--- src/rtl/ps2_kbd_pkg.sv ---
// ps2_kbd_pkg: shared FSM states, prefix defaults and key event type for ps2_kbd_ctrl
package ps2_kbd_pkg;
  typedef enum logic [1:0] {IDLE, POP, SETTLE} state_t;
  localparam logic [7:0] BREAK_CODE_DEF = 8'hF0;
  localparam logic [7:0] EXT_CODE_DEF = 8'hE0;
  typedef struct packed {
    logic [7:0] code;
    logic brk;
    logic ext;
  } key_evt_t;
endpackage

--- src/rtl/ps2_kbd_decode.sv ---
// ps2_kbd_decode: scan-code set 2 prefix tracking; forms one event per non-prefix byte
module ps2_kbd_decode
  import ps2_kbd_pkg::*;
#(
  parameter logic [7:0] BREAK_CODE = BREAK_CODE_DEF,
  parameter logic [7:0] EXT_CODE = EXT_CODE_DEF
) (
  input  logic       clk,
  input  logic       clrn,
  input  logic       cap,
  input  logic [7:0] data,
  output key_evt_t   evt,
  output logic       evt_ok
);
  logic ext_flag, brk_flag, is_ext, is_brk;
  assign is_ext = data == EXT_CODE;
  assign is_brk = data == BREAK_CODE;
  assign evt_ok = cap && !is_ext && !is_brk;
  assign evt = {data, brk_flag, ext_flag};
  // a prefix keeps the other prefix, so E0 F0 and F0 E0 both accumulate
  always_ff @(posedge clk or negedge clrn)
    if (!clrn) begin
      ext_flag <= 1'b0;
      brk_flag <= 1'b0;
    end else if (cap) begin
      ext_flag <= is_ext | (ext_flag & is_brk);
      brk_flag <= is_brk | (brk_flag & is_ext);
    end
endmodule

--- src/rtl/ps2_kbd_ctrl.sv ---
// ps2_kbd_ctrl: drains the ps2_keyboard FIFO, emits key events, tracks held key and press count.
// Optional PS2_KBD_REPEAT_FILTER_EN drops typematic repeats of the held key.
module ps2_kbd_ctrl
  import ps2_kbd_pkg::*;
#(
  parameter logic [7:0] BREAK_CODE = BREAK_CODE_DEF,
  parameter logic [7:0] EXT_CODE = EXT_CODE_DEF,
  parameter int CNT_W = 8
) (
  input  logic             clk,
  input  logic             clrn,
  input  logic [7:0]       kbd_data,
  input  logic             kbd_ready,
  input  logic             kbd_overflow,
  output logic             kbd_nextdata_n,
  output logic             evt_valid,
  input  logic             evt_ready,
  output logic [7:0]       evt_code,
  output logic             evt_break,
  output logic             evt_ext,
  output logic             key_down,
  output logic [7:0]       cur_code,
  output logic             cur_ext,
  output logic [CNT_W-1:0] press_cnt,
  input  logic             ovf_clr,
  output logic             ovf_sticky
);
  state_t state, next;
  key_evt_t d_evt;
  logic d_ok, cap, emit, held_match;
  assign cap = state == IDLE && kbd_ready && (!evt_valid || evt_ready);
  always_comb begin
    next = state;
    kbd_nextdata_n = 1'b1;
    case (state)
      IDLE: next = cap ? POP : IDLE;
      POP: begin
        next = SETTLE;
        kbd_nextdata_n = 1'b0;
      end
      default: next = IDLE;
    endcase
  end
  always_ff @(posedge clk or negedge clrn)
    if (!clrn) state <= IDLE;
    else state <= next;
  ps2_kbd_decode #(.BREAK_CODE(BREAK_CODE), .EXT_CODE(EXT_CODE)) u_dec (
    .clk(clk), .clrn(clrn), .cap(cap), .data(kbd_data), .evt(d_evt), .evt_ok(d_ok)
  );
  assign held_match = key_down && cur_code == d_evt.code && cur_ext == d_evt.ext;
`ifdef PS2_KBD_REPEAT_FILTER_EN
  assign emit = d_ok && (d_evt.brk || !held_match);
`else
  assign emit = d_ok;
`endif
  always_ff @(posedge clk or negedge clrn)
    if (!clrn) begin
      evt_valid <= 1'b0;
      evt_code <= 8'h00;
      evt_break <= 1'b0;
      evt_ext <= 1'b0;
      key_down <= 1'b0;
      cur_code <= 8'h00;
      cur_ext <= 1'b0;
      press_cnt <= '0;
    end else begin
      if (emit) begin
        evt_valid <= 1'b1;
        evt_code <= d_evt.code;
        evt_break <= d_evt.brk;
        evt_ext <= d_evt.ext;
        if (!d_evt.brk) begin
          key_down <= 1'b1;
          cur_code <= d_evt.code;
          cur_ext <= d_evt.ext;
          press_cnt <= press_cnt + 1'b1;
        end else if (held_match) key_down <= 1'b0;
      end else if (evt_valid && evt_ready) evt_valid <= 1'b0;
    end
  always_ff @(posedge clk or negedge clrn)
    if (!clrn) ovf_sticky <= 1'b0;
    else ovf_sticky <= kbd_overflow | (ovf_sticky & ~ovf_clr);
endmodule

--- config.mk ---
export PLATFORM = sky130hd
export DESIGN_NAME = ps2_kbd_ctrl
export DESIGN_NICKNAME = d
export VERILOG_FILES = /design/src/rtl/ps2_kbd_pkg.sv /design/src/rtl/ps2_kbd_decode.sv /design/src/rtl/ps2_kbd_ctrl.sv
export SDC_FILE = /design/constraint.sdc
export NUM_CORES = 1
export LEC_CHECK = 0
export BUFFER_PORTS_ARGS = -buffer_cell sky130_fd_sc_hd__buf_2
export CAP_MARGIN = 15
export CORE_MARGIN = 4
export CORE_UTILIZATION = 54
export CTS_CLUSTER_SIZE = 24
export DETAILED_ROUTE_END_ITERATION = 6
export MAX_ROUTING_LAYER = met4
export PLACE_DENSITY = 0.82
export SETUP_SLACK_MARGIN = 0.02
export SLEW_MARGIN = 20
export SYNTH_ARGS = -nofsm -noshare
export SYNTH_HDL_FRONTEND = slang
export SYNTH_SLANG_ARGS = --single-unit
export TNS_END_PERCENT = 5
--- constraint.sdc ---
create_clock -name clk -period 2.6 [get_ports clk]
set_input_delay 0.52 -clock clk [delete_from_list [all_inputs] [get_ports clk]]
set_output_delay 0.52 -clock clk [all_outputs]
set_load 0.05 [all_outputs]
# Yosys cells after proc, flatten, opt, wreduce, memory -nomap -nowiden
# Index checks and enable logic that the tools add are counted.
[totals]
output_inout_bits = 31
word_cells = 49
romBits = 0
ram_bits = 0
inputBits = 14
reg_bits = 34
n_memories = 0
latch_bits = 0
[classes]
mux = 7
n_mul = 0
shift = 0
eq_ne = 6
n_reduce_logical = 15
magnitude_cmp = 0
n_div = 0
addsub = 1
bitwise_logic = 8
[op_table]
columns = ["cell", "count"]
rows = [
  ["$eq 8x8->1 const B", 2],
  ["$add 8x1->8 const B", 1],
  ["$eq 8x8->1", 1],
  ["$logic_and 1x1->1", 7],
  ["$mux 1", 6],
  ["$pmux 2 s2", 1],
  ["$reduce_and 2->1", 2],
  ["$and 1x1->1", 3],
  ["$logic_not 1->1", 3],
  ["$or 1x1->1", 3],
  ["$eq 2x1->1 const B", 1],
  ["$logic_not 2->1", 1],
  ["$ne 2x2->1 const B", 1],
  ["$not 1->1", 2],
  ["$reduce_bool 2->1", 1],
  ["$eq 1x1->1", 1],
  ["$logic_or 1x1->1", 1],
]

# Depth between registers and ports, before layout
[depth]
ltp_word = 6
mapped_depth = 6
mapped_depth_nobuf = 5

# By module
# From an unflattened synthesis, not the netlist that was laid out.
[unflattened]
cells_unflattened = 137
area_unflattened_um2 = 1540.2
[modules_own_cells]
columns = ["module", "seq_area_each_um2", "instances", "cells_per_inst", "area_per_inst_um2"]
rows = [
  ["ps2_kbd_ctrl", 800.8, 1, 116, 1350.0],
  ["ps2_kbd_decode", 50.0, 1, 21, 190.2],
]

# Least setup slack after synthesis
# OpenSTA, ideal clock, no wires.
[synth_timing]
path_type = "register to register"
from = "register evt_valid"
to = "register cur_code[3]"
path_buffers = 1
setup_ps = 125
stages_incl_launch_ff = 6
setup_slack_ps = 687
t_required_ps = 2475
period_less_slack_ps = 1913
arrival_ps = 1788
cell_sequence = "dfrtp_1 -> nand2b_1 -> nand3_1 -> nor3_2 -> buf_6 -> mux2_2"
[synth_between]
elab_chain_cells = 6
[synth_lines]
columns = ["element", "line", "source"]
rows = [
  ["start, declared", "ps2_kbd_ctrl.sv:16", "output logic evt_valid,"],
  ["start signal, assigned", "ps2_kbd_ctrl.sv:58", "evt_valid <= 1'b0;"],
  ["start signal, assigned", "ps2_kbd_ctrl.sv:68", "evt_valid <= 1'b1;"],
  ["start signal, assigned", "ps2_kbd_ctrl.sv:78", "end else if (evt_valid && evt_ready) evt_valid <= 1'b0;"],
  ["$logic_not 1->1", "ps2_kbd_ctrl.sv:31", "assign cap = state == IDLE && kbd_ready && (!evt_valid || evt_ready);"],
  ["$logic_or 1x1->1", "ps2_kbd_ctrl.sv:31", ""],
  ["$logic_and 1x1->1", "ps2_kbd_ctrl.sv:31", ""],
  ["$logic_and 1x1->1 (2 in a row)", "ps2_kbd_decode.sv:18", "assign evt_ok = cap && !is_ext && !is_brk;"],
  ["$reduce_and 2->1 (no line)", "--", ""],
  ["end signal, assigned", "ps2_kbd_ctrl.sv:74", "cur_code <= d_evt.code;"],
  ["end, declared", "ps2_kbd_ctrl.sv:22", "output logic [7:0] cur_code,"],
]
# Every way passes these cells.
# A chain may end at the register's enable or synchronous reset.

# Final worst setup path
[layout_timing]
from = "register state[0]"
to = "register cur_code[3]"
[layout_between]
elab_chain_cells = 6
[layout_lines]
columns = ["element", "line", "source"]
rows = [
  ["start, declared", "ps2_kbd_ctrl.sv:28", "state_t state, next;"],
  ["start signal, assigned", "ps2_kbd_ctrl.sv:46", "else state <= next;"],
  ["$logic_not 2->1", "ps2_kbd_ctrl.sv:31", ""],
  ["$logic_and 1x1->1 (2 in a row)", "ps2_kbd_ctrl.sv:31", ""],
  ["$logic_and 1x1->1 (2 in a row)", "ps2_kbd_decode.sv:18", ""],
  ["$reduce_and 2->1 (no line)", "--", ""],
]
# Every way passes these cells.

==> key figures <==
Status
  – Status: complete, no violations

STA
  – RSZ-0062 raised after global routing: no
  – Fin. max-slew vios: 0
  – Slew @ Worst Pin: 0.725 ns
  – Fin crit period: 1.72 ns
  – Setup_tns: 0 ns
  – Final WS setup: 0.875 ns
  – Final hold violations: 0
  – Max Clock Skew: 0.00284 ns
  – Slew headroom: 51.7%
  – Period utilisation layout: 66.3%
  – Fmax: 0.580 GHz
  – # setup viols final: 0

Synthesis
  – Cell area after synthesis: 1480 sq um
  – Synth warn: 0
  – Synth Area in Simple Gates: 12.4%
  – Async SR Flop Fraction: 100%
  – Largest family of logic cells by synthesized area: multiplexers
  – Yosys top cell area share: 57.6%
  – Synth unique cells: 26
  – Post-synth EDFFs: 0
  – Synth Area in Compound Gates: 2.37%
  – Sequential element share of the synthesized area: 57.6%
  – Area leader, netlist: dfrtp_1
  – Synth cell count leaders: 34 x dfrtp_1, 13 x mux2_2, 11 x xor2_1
  – Post-synthesis xor/xnor area fraction: 9.49%
  – Synthesis-stage register bit count: 34
  – Post-Syn Instances: 110
  – Most common cell in the netlist: dfrtp_1
  – Ys flop type: dfrtp_1
  – Synth area leaders: dfrtp_1 58%, mux2_2 9.9%, xor2_1 6.5%, mux2_1 4.6%, xnor2_1 3.0%
  – Mux contribution to synthesized area: 14.5%
  – Adder-cell area share of the yosys netlist: 0.847%
  – Mean post-synth cell area: 13.4 sq um
  – Synth Net Count: 125

Floorplanning
  – Area of the die: 3630 sq um
  – Initial Utilization: 58.0%
  – FP Rows: 18
  – Die Width: 60.3 microns
  – I/O Pins: 45
  – CORE AREA: 2540 sq um
  – DIE HEIGHT: 60.3 microns

Clock network
  – Clock tree sinks: 34
  – CTS tree: built
  – H-tree Lvls: 2
  – Post-CTS sizing: 0
  – Postcts setup bufs: 0
  – Reg clk slew, reported paths: 0.09 ns
  – CTS Hold Buffers Added: 0
  – Clock latency on the worst-skew pair: 0.32 ns
  – Clock buffer depth: 2
  – Root buf cell: clkbuf_4
  – Num CTS Buffers: 5

Critical path
  – CP max FO: 13
  – CP Buf/Inv Count: 1
  – CP max stage cell: dfrtp_1
  – Crit start category: flop
  – Arrival @ worst endpoint: 1.93 ns
  – Crit path required time: 2.81 ns
  – Reg2Reg Setup Slack: 0.88 ns
  – Worst R2R End: cur_code[3]$_DFFE_PN0P_
  – Reg-to-reg startpoint: state[0]$_DFF_PN0_
  – Path depth of the worst reg2reg path: 5
  – Setup CP Type: flop to flop
  – CP top delay family: simple AND/OR/NAND/NOR gates
  – Worst-path cell chain: nor2_1 -> nand3_1 -> nor3_2 -> buf_4 -> mux2_2
  – Crit end category: flop
  – Crit-path max cell delay: 0.38 ns

Cells and area
  – Area of the multi-input gates: 584 sq um
  – Layout area overhead: 20.2%
  – Reg area: 851 sq um
  – Diode count: 0
  – Net count, final: 175
  – Layout cells sized above 1: 42.8%
  – Fillers: 194

Route
  – DR pass1 iterations: 4
  – Antenna Nets Post-Route: 0
  – Post-route DRC: 0
  – Via count: 1022
  – Routed len/inst: 14.6 microns
  – Vias per cell: 5.41
  – Starting DRT DRC Count: 30
  – Routed wire length: 2760 microns

Place
  – Hpwl dp: 2070 microns
  – # port buffers: 44
  – GPL Wtd Cong: 0.877
  – Place WS: 0.575 ns

Pwr
  – Power per Cell Area: 1390 nW/um^2
  – Pleak: 0.879 nW
  – Max IR drop VDD: 1.24 mV

Global routing
  – All-Layer GR Usage: 18.4%
  – Vias in the first global route: 1001
  – Largest net degree at the start of global routing: 35
  – Global-route wire length before repair: 4640 microns
  – Total grt overflow: 0
  – Initial antenna violation count: 0

Job
  – Max-cap viol count: 0

Hold path
  – Hold Crit Class: primary input to asynchronous set/reset pin
## cell families (layout without fill, tap and decap cells)
family	count (synthesis)	after routing
buffers and inverters	7	56
DFF	34	34
AOI/OAI and AO/OA	5	5
muxes	19	19
and+or+nand+nor	28	28
adders and majority gates	1	1
xor gates and xnor gates	16	16
## where the power goes
part	switching, W	internal, W
logic	0.000927	0.000355
clock network	0.000152	0.000122
registers	0.000183	0.000735
total	0.00126	0.00121
## final cells by class
| type | instances | share of cell area [%] |
|---|---|---|
| Clock buffer | 6 | 2.89 |
| Timing Repair Buffer | 46 | 13.3 |
| Sequential cell | 34 | 48.0 |
| Inverter | 4 | 0.846 |
| Multi-Input combinational cell | 69 | 32.9 |
| Tap cell | 30 | 2.12 |
## registers in the layout, summed over array words and instances, names as in the netlist, 2 cells and up
name       flops
state          2
cur_code       8
evt_code       8
press_cnt      8
## stage by stage
| stage | utilization [%] | cells | hold slack [ns] | cell area (sq um) | power, W |
|---|---|---|---|---|---|
| 2_1_floorplan | - | 110 | 0.224 | 1480 | 0.00191 |
| 5_1_grt | 69.7 | 189 | 0.285 | 1770 | 0.00262 |
| 3_5_place_dp | 67.7 | 183 | 0.463 | 1720 | 0.00222 |
| 6_report | 69.7 | 189 | 0.246 | 1770 | 0.00247 |
| 4_1_cts | 69.7 | 189 | 0.261 | 1770 | 0.00250 |
| 3_3_place_gp | 67.7 | 183 | 0.452 | 1720 | 0.00219 |
## worst max-delay path by stage
stage	start	to	slack, ns	cells past startpoint
2_1_floorplan	evt_valid$_DFFE_PN0P_	cur_code[3]$_DFFE_PN0P_	0.69	5
3_3_place_gp	evt_ready	evt_code[0]$_DFFE_PN0P_	0.66	6
3_5_place_dp	evt_ready	evt_code[0]$_DFFE_PN0P_	0.57	6
4_1_cts	state[0]$_DFF_PN0_	key_down$_DFFE_PN0P_	0.86	5
5_1_grt	state[0]$_DFF_PN0_	key_down$_DFFE_PN0P_	0.75	5
6_report	state[0]$_DFF_PN0_	cur_code[3]$_DFFE_PN0P_	0.88	5
## routing by layer
layer	vias to the layer above	global-route usage (%)	wire [microns]
met1	499	23.2	1200
met5	-	-	0
met3	5	5.40	167
met4	0	8.86	39
met2	31	27.2	1350
li1	487	-	-
## cell usage in the layout (no fill, tap or decap), types with 2 or more instances in the layout
| cell | Yosys | final |
|---|---|---|
| nand2_1 | 2 | 2 |
| nand2b_1 | 2 | 2 |
| nand3_1 | 5 | 5 |
| xor2_1 | 11 | 11 |
| inv_1 | 4 | 4 |
| clkbuf_4 | 0 | 5 |
| xnor2_1 | 5 | 5 |
| a21oi_1 | 2 | 2 |
| nor2_1 | 4 | 4 |
| mux2_1 | 6 | 6 |
| buf_4 | 0 | 2 |
| buf_2 | 0 | 44 |
| mux2_2 | 13 | 13 |
| nand4_1 | 2 | 2 |
| dfrtp_1 | 34 | 34 |
| nor4_1 | 6 | 6 |
No activity file was read; power rests on OpenSTA's default activity.
